## src/rtl/sqrt_seq_pkg.sv

```systemverilog
// Shared types and defaults for the square-root batch sequencer.
// Provides the FSM state enum, default widths and the watchdog width.
package sqrt_seq_pkg;

    localparam int ADDR_W_DEF  = 4;
    localparam int DATA_W_DEF  = 8;
    localparam int TIMEOUT_DEF = 255;
    localparam int WD_W        = 10;

    typedef enum logic [3:0] {
        IDLE,
        FETCH,
        LOAD,
        START,
        WAIT_HI,
        STORE,
        WAIT_LO,
        FINISH,
        ERROR
    } state_e;

endpackage

```

## src/rtl/sqrt_batch_sequencer_if.sv

```systemverilog
// St/Done handshake bundle between the sequencer and the square-root unit.
// master: sq_n, sq_st out / sq_done, sq_root in.  slave: the reverse.
interface sqrt_batch_sequencer_if #(
    parameter int DATA_W = 8
) ();

    logic [DATA_W-1:0] sq_n;
    logic              sq_st;
    logic              sq_done;
    logic [DATA_W-1:0] sq_root;

    modport master (
        output sq_n, sq_st,
        input  sq_done, sq_root
    );

    modport slave (
        input  sq_n, sq_st,
        output sq_done, sq_root
    );

endinterface

```

## src/rtl/sqrt_seq_watchdog.sv

```systemverilog
// Cycle watchdog for the handshake wait states.
// clk/resetN, clr (zero the count), en (count), expired (TIMEOUT cycles spent).
module sqrt_seq_watchdog
    import sqrt_seq_pkg::*;
#(
    parameter int TIMEOUT = TIMEOUT_DEF
) (
    input  logic clk,
    input  logic resetN,
    input  logic clr,
    input  logic en,
    output logic expired
);

    localparam logic [WD_W-1:0] LIM = WD_W'(TIMEOUT - 1);

    logic [WD_W-1:0] cnt_q;
    logic [WD_W-1:0] cnt_d;

    // Saturates at LIM so a long stall cannot wrap back below it.
    always_comb begin
        cnt_d = cnt_q;
        if (clr) begin
            cnt_d = '0;
        end else if (en && cnt_q != LIM) begin
            cnt_d = cnt_q + WD_W'(1);
        end
    end

    always_ff @(posedge clk) begin
        if (!resetN) begin
            cnt_q <= '0;
        end else begin
            cnt_q <= cnt_d;
        end
    end

    // Count 0 is the first waiting cycle, so LIM marks the TIMEOUT-th.
    assign expired = en && (cnt_q == LIM);

endmodule

```

## src/rtl/sqrt_batch_sequencer.sv

```systemverilog
// Walks the operand RAM 0..LAST, runs the square-root St/Done handshake
// per operand and writes {operand, root} to the result buffer.
// Ports: clk, resetN, start, stop, mem_addr/mem_data (RAM), sq (unit
// handshake), res_wr/res_addr/res_data, busy, batch_done, count, err.
module sqrt_batch_sequencer
    import sqrt_seq_pkg::*;
#(
    parameter int ADDR_W  = ADDR_W_DEF,
    parameter int DATA_W  = DATA_W_DEF,
    parameter int TIMEOUT = TIMEOUT_DEF
) (
    input  logic                  clk,
    input  logic                  resetN,
    input  logic                  start,
    input  logic                  stop,
    output logic [ADDR_W-1:0]     mem_addr,
    input  logic [DATA_W-1:0]     mem_data,
    sqrt_batch_sequencer_if.master sq,
    output logic                  res_wr,
    output logic [ADDR_W-1:0]     res_addr,
    output logic [2*DATA_W-1:0]   res_data,
    output logic                  busy,
    output logic                  batch_done,
    output logic [ADDR_W:0]       count,
    output logic                  err
);

    localparam logic [ADDR_W-1:0] LAST    = '1;
    localparam logic [ADDR_W:0]   CNT_MAX = {1'b1, {ADDR_W{1'b0}}};

    state_e              state_q, state_d;
    logic [ADDR_W-1:0]   addr_q, addr_d;
    logic [DATA_W-1:0]   sq_n_q, sq_n_d;
    logic                sq_st_q, sq_st_d;
    logic [2*DATA_W-1:0] res_q, res_d;
    logic [ADDR_W:0]     count_q, count_d;
    logic                err_q, err_d;
    logic                bdone_q, bdone_d;

    logic idle_like;
    logic launch;
    logic wd_clr;
    logic wd_en;
    logic wd_exp;

    assign idle_like = (state_q == IDLE) || (state_q == FINISH) ||
                       (state_q == ERROR);
    assign launch    = idle_like && start;
    assign wd_clr    = (state_q == START) || (state_q == STORE);
    assign wd_en     = (state_q == WAIT_HI) || (state_q == WAIT_LO);

    sqrt_seq_watchdog #(
        .TIMEOUT (TIMEOUT)
    ) u_watchdog (
        .clk     (clk),
        .resetN  (resetN),
        .clr     (wd_clr),
        .en      (wd_en),
        .expired (wd_exp)
    );

    always_ff @(posedge clk) begin
        if (!resetN) begin
            state_q <= IDLE;
            addr_q  <= '0;
            sq_n_q  <= '0;
            sq_st_q <= 1'b0;
            res_q   <= '0;
            count_q <= '0;
            err_q   <= 1'b0;
            bdone_q <= 1'b0;
        end else begin
            state_q <= state_d;
            addr_q  <= addr_d;
            sq_n_q  <= sq_n_d;
            sq_st_q <= sq_st_d;
            res_q   <= res_d;
            count_q <= count_d;
            err_q   <= err_d;
            bdone_q <= bdone_d;
        end
    end

    // Completion has priority over a watchdog expiry in the same cycle.
    always_comb begin
        state_d = state_q;
        unique case (state_q)
            IDLE, FINISH, ERROR: if (start) state_d = FETCH;
            FETCH:   state_d = LOAD;
            LOAD:    state_d = START;
            START:   state_d = WAIT_HI;
            WAIT_HI: begin
                if (sq.sq_done)  state_d = STORE;
                else if (wd_exp) state_d = ERROR;
            end
            STORE:   state_d = WAIT_LO;
            WAIT_LO: begin
                if (!sq.sq_done) begin
                    if (addr_q == LAST || stop) state_d = FINISH;
                    else                        state_d = FETCH;
                end else if (wd_exp) begin
                    state_d = ERROR;
                end
            end
            default: state_d = IDLE;
        endcase
    end

    always_comb begin
        addr_d  = addr_q;
        sq_n_d  = sq_n_q;
        sq_st_d = sq_st_q;
        res_d   = res_q;
        count_d = count_q;
        err_d   = err_q;
        bdone_d = (state_d == FINISH) && (state_q != FINISH);
        if (launch) begin
            addr_d  = '0;
            count_d = '0;
            err_d   = 1'b0;
        end
        if (state_d == ERROR && state_q != ERROR) begin
            err_d   = 1'b1;
            sq_st_d = 1'b0;
        end
        unique case (state_q)
            LOAD:    sq_n_d = mem_data;
            START:   sq_st_d = 1'b1;
            WAIT_HI: begin
                if (sq.sq_done) begin
                    res_d   = {sq_n_q, sq.sq_root};
                    sq_st_d = 1'b0;
                end
            end
            STORE: begin
                if (count_q != CNT_MAX) count_d = count_q + (ADDR_W+1)'(1);
            end
            WAIT_LO: begin
                if (state_d == FETCH) addr_d = addr_q + ADDR_W'(1);
            end
            default: ;
        endcase
    end

    assign mem_addr   = addr_q;
    assign sq.sq_n    = sq_n_q;
    assign sq.sq_st   = sq_st_q;
    assign res_wr     = (state_q == STORE);
    assign res_addr   = addr_q;
    assign res_data   = res_q;
    assign busy       = !idle_like;
    assign batch_done = bdone_q;
    assign count      = count_q;
    assign err        = err_q;

endmodule

```

## src/flat_wrapper.sv

```systemverilog
// flat-port wrapper written by rule: the top's interface ports become plain ports
module sqrt_batch_sequencer_flat import sqrt_seq_pkg::*;
#(
    parameter int ADDR_W  = ADDR_W_DEF,
    parameter int DATA_W  = DATA_W_DEF,
    parameter int TIMEOUT = TIMEOUT_DEF
)
  (clk, resetN, start, stop, mem_addr, mem_data, res_wr, res_addr, res_data, busy, batch_done, count, err, sq_sq_n, sq_sq_st, sq_sq_done, sq_sq_root);
  sqrt_batch_sequencer_if #(.DATA_W(DATA_W)) sq_i ();
  input  logic clk;
  input  logic resetN;
  input  logic start;
  input  logic stop;
  output logic [ADDR_W-1:0] mem_addr;
  input  logic [DATA_W-1:0] mem_data;
  output logic res_wr;
  output logic [ADDR_W-1:0] res_addr;
  output logic [2*DATA_W-1:0] res_data;
  output logic busy;
  output logic batch_done;
  output logic [ADDR_W:0] count;
  output logic err;
  output wire logic [$bits(sq_i.sq_n)-1:0] sq_sq_n;
  output wire logic [$bits(sq_i.sq_st)-1:0] sq_sq_st;
  input wire logic [$bits(sq_i.sq_done)-1:0] sq_sq_done;
  input wire logic [$bits(sq_i.sq_root)-1:0] sq_sq_root;
  assign sq_sq_n = sq_i.sq_n;
  assign sq_sq_st = sq_i.sq_st;
  assign sq_i.sq_done = sq_sq_done;
  assign sq_i.sq_root = sq_sq_root;
  sqrt_batch_sequencer #(.ADDR_W(ADDR_W), .DATA_W(DATA_W), .TIMEOUT(TIMEOUT)) u_core (.clk(clk), .resetN(resetN), .start(start), .stop(stop), .mem_addr(mem_addr), .mem_data(mem_data), .sq(sq_i), .res_wr(res_wr), .res_addr(res_addr), .res_data(res_data), .busy(busy), .batch_done(batch_done), .count(count), .err(err));
endmodule
```

## config.mk

```make
export PLATFORM = sky130hd
export DESIGN_NAME = sqrt_batch_sequencer_flat
export DESIGN_NICKNAME = d
export VERILOG_FILES = /design/src/rtl/sqrt_seq_pkg.sv /design/src/rtl/sqrt_batch_sequencer_if.sv /design/src/rtl/sqrt_seq_watchdog.sv /design/src/rtl/sqrt_batch_sequencer.sv /design/src/flat_wrapper.sv
export SDC_FILE = /design/constraint.sdc
export NUM_CORES = 1
export LEC_CHECK = 0
export ABC_AREA = 1
export ABC_CLOCK_PERIOD_IN_PS = 1700
export BUFFER_PORTS_ARGS = -buffer_cell sky130_fd_sc_hd__buf_2
export CAP_MARGIN = 30
export CORE_MARGIN = 2
export CORE_UTILIZATION = 50
export CTS_BUF_LIST = sky130_fd_sc_hd__clkbuf_2 sky130_fd_sc_hd__clkbuf_4 sky130_fd_sc_hd__clkbuf_8
export CTS_CLUSTER_SIZE = 14
export DETAILED_ROUTE_END_ITERATION = 10
export GPL_TIMING_DRIVEN = 1
export PLACE_DENSITY = 0.81
export SYNTH_ARGS = -nofsm -noshare
export SYNTH_HDL_FRONTEND = slang
export SYNTH_SLANG_ARGS = --single-unit
```

## constraint.sdc

```tcl
create_clock -name clk -period 1.7 [get_ports clk]
set_clock_uncertainty 0.05 [all_clocks]
set_input_delay 0 -clock clk [delete_from_list [all_inputs] [get_ports clk]]
set_output_delay 0 -clock clk [all_outputs]
set_load 0.02 [all_outputs]
```

==> results of run 1 <==
per-layer routing:
metal | GRT usage (%) | share of wire, %
met1 | 29.3 | 44
met3 | 5.49 | 6.0
met2 | 40.1 | 49
met5 | 0 | 0
met4 | 5.24 | 0.95
sequential cells by signal (all words and copies together) (netlist names):
name and flops:
u_core.batch_done 1, u_core.count 5, u_core.sq.sq_st 1, u_core.u_watchdog.cnt_q 10
u_core.state_q 4, u_core.sq.sq_n 8, u_core.err 1, u_core.mem_addr 4
u_core.res_data 16
power by group:
group | internal [mW] | switching, mW
logic | 0.145 | 0.223
clock network | 0.455 | 0.383
registers | 1.21 | 0.0381
total | 1.81 | 0.644
final cells by class:
class,instances,share of cell area [%]
inverter,30,3.86
clock inverter,2,1.24
multi-input combinational,223,37.8
clock buffer,6,2.53
sequential,50,33.3
tap,52,2.16
timing repair buffer,92,19.2
worst min path at each step:
| stage | startpoint | to | slack [ps] | cells after the start |
|---|---|---|---|---|
| 6_report | sq_sq_done | u_core.state_q[2] | 70 | 4 |
| 5_1_grt | sq_sq_done | u_core.state_q[2] | 90 | 4 |
| 4_1_cts | sq_sq_done | u_core.state_q[2] | 50 | 4 |
| 3_5_place_dp | sq_sq_root[4] | u_core.res_data[4] | 180 | 3 |
| 3_3_place_gp | sq_sq_root[6] | u_core.res_data[6] | 170 | 3 |
| 2_1_floorplan | sq_sq_root[0] | u_core.res_data[0] | 80 | 2 |
per-stage QoR:
step                      util (%)  cell area, sq um  setup TNS, ps  hold WS, ps
final                         68.8              3020              0         65.6
after global routing          68.8              3020          -1.48         93.2
after CTS                     67.6              2960              0         51.5
after detailed placement      61.1              2680              0          178
after global placement        61.1              2680              0          169
after floorplan                  -              2290              0         84.9
placed cells by master (no fill, tap or decap), drive strengths merged, types with 2 or more instances in the layout:
cell type    instances
nor2                78
buf                 75
dfxtp               50
nand2               48
o21ai               37
inv                 29
a21oi               17
dlygate4sd3         17
nand3               14
nor3                 7
nand4                6
clkbuf               6
ha                   5
o211ai               3
xor2                 2
a31oi                2
Yosys cell counts (all sizes together):
| cell | n | area (sq um) |
|---|---|---|
| o211ai | 3 | 22.5 |
| xor2 | 2 | 17.5 |
| clkbuf | 4 | 20.0 |
| a211oi | 1 | 7.51 |
| xnor2 | 1 | 8.76 |
| nand3 | 14 | 85.1 |
| nor2 | 78 | 303 |
| nand4 | 6 | 37.5 |
| nand3b | 1 | 7.51 |
| a31oi | 2 | 12.5 |
| clkinv | 1 | 5.00 |
| nor3 | 7 | 73.8 |
| nand2 | 48 | 190 |
| dfxtp | 50 | 1000 |
| inv | 29 | 111 |
| buf | 7 | 45.0 |
| a21boi | 1 | 7.51 |
| o21ai | 37 | 189 |
| a21oi | 17 | 85.1 |
| ha | 5 | 62.6 |
kinds of logic after synthesis:
kind of cell,count (synthesis),share of synthesized area (%)
and+or+nand+nor,154,30.4
AOI/OAI and AO/OA,61,14.1
xor gates and xnor gates,3,1.15
adders and majority gates,5,2.73
buffers and inverters,41,7.91
DFF,50,43.7
worst max-delay path, cell delays in order (launching register included):
cell     delay (ps)
dfxtp_1         480
inv_2            90
nor3_2          250
nand2_1         150
inv_1           180
nand3_4         110
nand2_1          80
nand2_1          40
nor2_1           80
repair_timing:
item	in CTS	in global routing
endpoints found under the setup margin	0	37
hold endpoints to repair	18	0
buffers inserted	0	3
gates resized for setup	0	12
hold buffers	17	0
==> flow_metrics.tcl, run 1 <==
set metrics [dict create \
    status "completed" \
    setup-violations-final 0 \
    clock.fmax_mhz 635 \
    p_leak_nw 1.48 \
    area_growth_pct 31.7 \
    max_cap_viol_count 0 \
    cts_tree "yes" \
    synth_cell_type_count 32 \
    dp_hpwl_microns 3770 \
    die_h_microns 71.7 \
    cp_data_arrival_time_ps 1770 \
    wl_microns 5680 \
    regArea_sq_um 1000 \
    relSlewSlack_pct 78.1 \
    rr_worst_depth 8 \
    syn_area_per_cell_sq_um 7.30 \
    via_count 2341 \
    crit_end "u_core.mem_addr[2]" \
    wl_per_cell_microns 12.5 \
    ant_nets 0 \
    die-area_sq_um 5140 \
    grt-ovfl-total 0 \
    firstDrtPassIters 4 \
    ys_ff_latch 50 \
    cts_root_buf "clkbuf_8" \
    grt_pass1_vias 2209 \
    crit_start "u_core.state_q[1]" \
    drt_iter0_markers 140 \
    timing.final.crit_share_pct 92.6 \
    slew_viol_final 0 \
    insertion_delay_ps 300 \
    worstReg2RegStart "u_core.state_q[1]" \
    critical_path_class "reg -> reg" \
    post-route-min-period_ps 1570 \
    cts_buffers 5 \
    hold_viol 0 \
    antenna_found_initial 0 \
    synth_nets 340 \
    finalWorstSetupSlack_ps 126 \
    cts.reportedPaths.clkPinSlew_ps 80 \
    drc 0 \
    grt_max_degree 30 \
    crit_required_ps 1890 \
    peakVddDrop_mv 0.497 \
    syn_area_sq_um 2290 \
    timing.rr.end "u_core.mem_addr[2]" \
    r2r_setup_slack_ps 130 \
    worstMarginPinSlew_ps 328 \
    fp-row-count 24 \
    core_area_sq_um 4380 \
    grt_pass1_wl_microns 9630 \
    stdcell_count 455 \
    initial_utilization_pct 52.3 \
    syn_inst 314 \
    drive_gt1_share_pct 28.3 \
    dp_cells 427 \
    path_max_fanout 5 \
    die_x_microns 71.7 \
    htree_levels 2 \
    n_antenna_cell 0 \
    multiInputGateArea_sq_um 1140 \
    total_power_mw 2.46 \
    cts_buffer_depth 2 \
    vias_per_cell 5.15 \
    ys_warn_count 0 \
    n_fill_cell 361 \
    pin_count 63 \
    place.port_buffers 62 \
    hp-class "in -> reg" \
    startpoint_type "flip-flop" \
    dp_slack_ps 93.0 \
    worst_setup_path_end_kind "flip-flop" \
    final_nets 428 \
    seq_area_frac_synth_pct 43.7 \
    clock-sinks 50 \
    p_per_area_nw_per_um2 814 \
    place_congestion 0.861 \
    grt_usage_pct 23.1 \
]
Note: power is estimated with default switching activity, not from simulation.
==> run 2, diff against run 1 <==
--- a/config.mk
+++ b/config.mk
@@ -15,6 +15,7 @@
 export CTS_CLUSTER_SIZE = 14
 export DETAILED_ROUTE_END_ITERATION = 10
 export GPL_TIMING_DRIVEN = 1
+export MAX_ROUTING_LAYER = met4
 export PLACE_DENSITY = 0.81
 export SYNTH_ARGS = -nofsm -noshare
 export SYNTH_HDL_FRONTEND = slang
==> run 2 against run 1 <==
Non-clock buffer count unchanged. First-iteration DRC count decreased by 7.9%. Cell area did not move. Critical endpoint unchanged. Count of clock-buffer cells in the layout is the same. Via count is 0.47% lower. Highest routed layer unchanged. Combinational power barely moved. Final cell count did not move. Sequential share of layout area unchanged.
==> flow_metrics.tcl, run 2 (synthesis results as in run 1) <==
set metrics [dict create \
    p_leak_nw 1.48 \
    grt_max_degree 30 \
    place.port_buffers 62 \
    crit_slowest_cell "dfxtp_2" \
    die-area_sq_um 5140 \
    vias_per_cell 5.12 \
    dp_cells 427 \
    grt_pass1_wl_microns 9650 \
    crit_start "u_core.u_watchdog.cnt_q[0]" \
    pin_count 63 \
    grt_usage_pct 23.9 \
    hold_start "sq_sq_done" \
    worstReg2RegStart "u_core.u_watchdog.cnt_q[0]" \
    initial_utilization_pct 52.3 \
    die_x_microns 71.7 \
    p_per_area_nw_per_um2 814 \
    firstDrtPassIters 4 \
    slew_viol_final 0 \
    post-route-min-period_ps 1580 \
    area_growth_pct 31.7 \
    crit_top_cell "nand2_1" \
    drt_iter0_markers 129 \
    relSlewSlack_pct 78.6 \
    whs_ps 61.0 \
    via_count 2330 \
    status "completed" \
    dp_hpwl_microns 3770 \
    path_max_fanout 6 \
    largest_register_ffs 16 \
    clock-sinks 50 \
    hp-class "in -> reg" \
    antenna_found_initial 0 \
    grt_pass1_vias 2207 \
    core_area_sq_um 4380 \
    wl_per_cell_microns 12.5 \
    hold_viol 0 \
    htree_levels 2 \
    clock.fmax_mhz 634 \
    fp-row-count 24 \
    final_common_cell "nor2_1" \
    ant_nets 0 \
    setup-violations-final 0 \
    layout_common_cells "nor2_1, buf_2, dfxtp_1" \
    worst_setup_path_end_kind "flip-flop" \
    grt-ovfl-total 0 \
    cts_buffer_depth 2 \
    cp_data_arrival_time_ps 1770 \
    insertion_delay_ps 300 \
    cts_root_buf "clkbuf_8" \
    place_congestion 0.875 \
    wl_microns 5670 \
    cts_buffers 5 \
    critical_path_class "reg -> reg" \
    cts.reportedPaths.clkPinSlew_ps 80 \
    crit_required_ps 1890 \
    max_cap_viol_count 0 \
    stdcell_count 455 \
    path_delay_family "simple AND/OR/NAND/NOR gates" \
    timing.final.crit_share_pct 92.7 \
    drive_gt1_share_pct 28.3 \
    path_buf_inv 1 \
    startpoint_type "flip-flop" \
    worstMarginPinSlew_ps 320 \
    die_h_microns 71.7 \
    cpPeakStageDelay_ps 330 \
    final_nets 428 \
    drc 0 \
    n_fill_cell 361 \
    n_antenna_cell 0 \
    path_cells "inv_1, ha_1, nand2_1, nor2_2, nand3_1, nand2_1, nand2_1, nand2_2, nand3_4, nand2_1, nand2_1, nor2_1" \
    cts_tree "yes" \
    peakVddDrop_mv 0.497 \
]
## run 2: cell counts in the layout (fill, tap and decap cells not counted)
No cell type changed its count.
## run 2: stage by stage
stage	util (%)	total power [mW]	cell area [sq um]	setup slack (ps)	setup TNS [ps]
after CTS	67.6	2.46	2960	56.6	0
after detailed placement	61.1	1.60	2680	93.0	0
after global placement	61.1	1.59	2680	122	0
final	68.8	2.46	3020	124	0
after global routing	68.8	2.56	3020	-1.48	-1.48
after floorplan	-	1.48	2290	223	0
## run 2: worst paths after layout
path / endpoint / slack, ps / cells after the start
setup / recovery: u_core.mem_addr[2] / 120 / 12
hold / removal: u_core.state_q[2] / 60 / 4
setup reg to reg: u_core.mem_addr[2] / 120 / 12
hold reg to reg: u_core.err / 420 / 2
## run 2: worst register-to-register path: stages, from the launching register on
cell and delay [ps]:
dfxtp_2 330, inv_1 80, ha_1 150, nand2_1 60, nor2_2 100, nand3_1 110
nand2_1 110, nand2_1 80, nand2_2 150, nand3_4 110, nand2_1 80, nand2_1 40
nor2_1 80
## run 2: what timing repair did
item,in CTS,in global routing
gates resized for setup,0,12
hold buffers,17,0
buffers inserted,0,3
hold endpoints to repair,18,0
setup endpoints to repair,0,37
## run 2: metal layers
metal / track usage [%] / routed length (microns) / vias to the layer above / part of all wire, %
met3: 4.64 / 338 / 4 / 6.0
li1: - / - / 1191 / -
met2: 40.1 / 2770 / 75 / 49
met1: 30.0 / 2520 / 1060 / 45
met4: 5.24 / 37 / 0 / 0.65
met5: - / 0 / - / 0
## run 2: power by group
part,internal [mW],total [mW],switching (mW)
Sequential,1.21,1.25,0.0381
Clock,0.455,0.839,0.384
Combinational,0.145,0.367,0.222
## run 2: area by class of cell
type / instances / area [sq um] / area share, %
well taps: 52 / 65.1 / 2.16
multi-input cells: 223 / 1140 / 37.8
inverters: 30 / 116 / 3.86
repair buffers: 92 / 578 / 19.2
clock inverters: 2 / 37.5 / 1.24
flip-flops and latches: 50 / 1000 / 33.3
clock buffers: 6 / 76.3 / 2.53
==> run 3, diff against run 2 <==
--- a/config.mk
+++ b/config.mk
@@ -9,14 +9,13 @@
 export ABC_CLOCK_PERIOD_IN_PS = 1700
 export BUFFER_PORTS_ARGS = -buffer_cell sky130_fd_sc_hd__buf_2
 export CAP_MARGIN = 30
-export CORE_MARGIN = 2
-export CORE_UTILIZATION = 50
+export CORE_UTILIZATION = 45
 export CTS_BUF_LIST = sky130_fd_sc_hd__clkbuf_2 sky130_fd_sc_hd__clkbuf_4 sky130_fd_sc_hd__clkbuf_8
 export CTS_CLUSTER_SIZE = 14
 export DETAILED_ROUTE_END_ITERATION = 10
 export GPL_TIMING_DRIVEN = 1
 export MAX_ROUTING_LAYER = met4
-export PLACE_DENSITY = 0.81
+export PLACE_DENSITY = 0.74
 export SYNTH_ARGS = -nofsm -noshare
 export SYNTH_HDL_FRONTEND = slang
 export SYNTH_SLANG_ARGS = --single-unit
==> run 3 against run 2 <==
Wire length shrank 4.9%. Setup slack lost 46 ps. Critical path depth shrank 1. Fmax shrank 2.9%. Total power shrank 5.4%. Critical path type unchanged. Cell area shrank 1.1%.
==> flow_metrics.tcl, run 3 (synthesis results as in run 1) <==
set metrics [dict create \
    die_x_microns 73.4 \
    drt_iter0_markers 130 \
    n_antenna_cell 0 \
    insertion_delay_ps 300 \
    peakVddDrop_mv 0.629 \
    p_clk_share_pct 30.9 \
    p_per_area_nw_per_um2 778 \
    status "completed" \
    met1_usage_pct 28.3 \
    cts_tree "yes" \
    max_cap_viol_count 0 \
    pin_count 63 \
    grt_use_met2_pct 35.9 \
    relSlewSlack_pct 73.6 \
    rsz0062_at_grt "yes" \
    crit_end "u_core.mem_addr[0]" \
    path_max_fanout 6 \
    die-area_sq_um 5380 \
    ant_nets 0 \
    met3_usage_pct 3.43 \
    final_nets 424 \
    stdcell_count 466 \
    cpPeakStageDelay_ps 410 \
    htree_levels 2 \
    timing.final.crit_share_pct 95.4 \
    combPwrFrac_pct 15.1 \
    worstMarginPinSlew_ps 395 \
    layout_common_cells "nor2_1, buf_2, dfxtp_1" \
    grt_max_degree 30 \
    crit_required_ps 1890 \
    area_growth_pct 30.2 \
    crit_start "u_core.u_watchdog.cnt_q[1]" \
    n_fill_cell 432 \
    critical_path_class "reg -> reg" \
    dp_hpwl_microns 3670 \
    whs_ps 59.7 \
    final_common_cell "nor2_1" \
    core_area_sq_um 4820 \
    dp_cells 440 \
    post-route-min-period_ps 1620 \
    hp-class "in -> reg" \
    firstDrtPassIters 4 \
    crit_top_cell "nand2_1" \
    clock.fmax_mhz 616 \
    timing.rr.end "u_core.mem_addr[0]" \
    worst_setup_path_end_kind "flip-flop" \
    power_switching_uw 657 \
    crit_slowest_cell "dfxtp_1" \
    drive_gt1_share_pct 27.3 \
    worstReg2RegStart "u_core.u_watchdog.cnt_q[1]" \
    p_leak_nw 1.46 \
    fp-row-count 25 \
    path_cells "ha_1, nand2_1, nor2_1, nand3_1, nand2_2, nand2_2, nand2_4, nand3_4, nand2_1, nand2_1, nor2_1" \
    grt_pass1_vias 2079 \
    via_count 2266 \
    largest_register_ffs 16 \
    place.port_buffers 62 \
    setup-violations-final 0 \
    cts.reportedPaths.clkPinSlew_ps 90 \
    clock-sinks 50 \
    antenna_found_initial 0 \
    r2r_setup_slack_ps 80 \
    slew_viol_final 0 \
    power_frac_seq_pct 54.0 \
    drc 0 \
    final_util_pct 62.0 \
    grt_pass1_wl_microns 9020 \
    die_h_microns 73.4 \
    cp_data_arrival_time_ps 1810 \
    grt_usage_pct 22.0 \
    cts_buffer_depth 2 \
    initial_utilization_pct 47.6 \
    wl_per_cell_microns 11.6 \
    sw_frac_of_total_pct 28.3 \
    vias_per_cell 4.86 \
    hold_viol 0 \
    top_usage_layer "met2" \
    grt-ovfl-total 0 \
    cts_buffers 5 \
    startpoint_type "flip-flop" \
    cts_root_buf "clkbuf_8" \
    rr_worst_depth 11 \
    wl_microns 5390 \
    place_congestion 0.946 \
    p_int_mw 1.67 \
]
[run 3: changes by cell type in the layout (fill, tap and decap cells not counted), sizes merged]
cell      change
buf           -4
bufinv        -1
clkinv        +1
clkinvlp      -1
inv           +1
[run 3: area by class of cell]
cell class	instances	area [sq um]	share of cell area, %
Multi-Input combinational cell	223	1140	38.1
Sequential cell	50	1010	33.7
Timing Repair Buffer	88	548	18.4
Inverter	30	116	3.90
Tap cell	67	83.8	2.81
Clock buffer	6	76.3	2.56
Clock inverter	2	17.5	0.587
[run 3: what timing repair did]
item	CTS	global route
setup buffers	0	1
resized for setup	0	13
hold buffers	17	0
endpoints found under the setup margin	0	18
endpoints found under the hold margin	18	0
[run 3: worst min-delay path by stage]
stage,from,endpoint,slack (ps),cells past startpoint
global route,sq_sq_done,u_core.state_q[1],60,4
finish,sq_sq_done,u_core.state_q[1],60,4
detailed placement,mem_data[3],u_core.sq.sq_n[3],180,3
CTS,sq_sq_done,u_core.state_q[2],40,4
global placement,sq_sq_root[0],u_core.res_data[0],170,3
floorplan,sq_sq_root[0],u_core.res_data[0],80,2
[run 3: per-layer routing]
metal | share of wire (%) | vias to the layer above
met3 | 4.9 | 2
met4 | 0.50 | 0
met2 | 48 | 69
met1 | 46 | 1012
li1 | - | 1183
met5 | 0 | -
[run 3: through the flow]
stage               setup TNS, ps  setup WS [ps]  area (sq um)  total power [mW]
finish                          0           77.5          2990              2.32
global route                 -186          -56.6          2990              2.42
CTS                             0           37.7          2950              2.33
detailed placement              0           57.9          2680              1.59
global placement                0            124          2680              1.59
floorplan                       0            223          2290              1.48
[run 3: critical path: cells and delay by family, from the launching register on]
family	cells	cell delay, ps
and+or+nand+nor	10	920
DFF	1	410
adders and majority gates	1	190
[run 3: power by group through the flow]
stage / clock, mW / sequential, mW / combinational [mW]
after floorplan: 0 / 1.31 / 0.169
after global placement: 0 / 1.28 / 0.311
after detailed placement: 0 / 1.28 / 0.314
after CTS: 0.736 / 1.25 / 0.345
after global routing: 0.777 / 1.26 / 0.387
final: 0.718 / 1.25 / 0.352
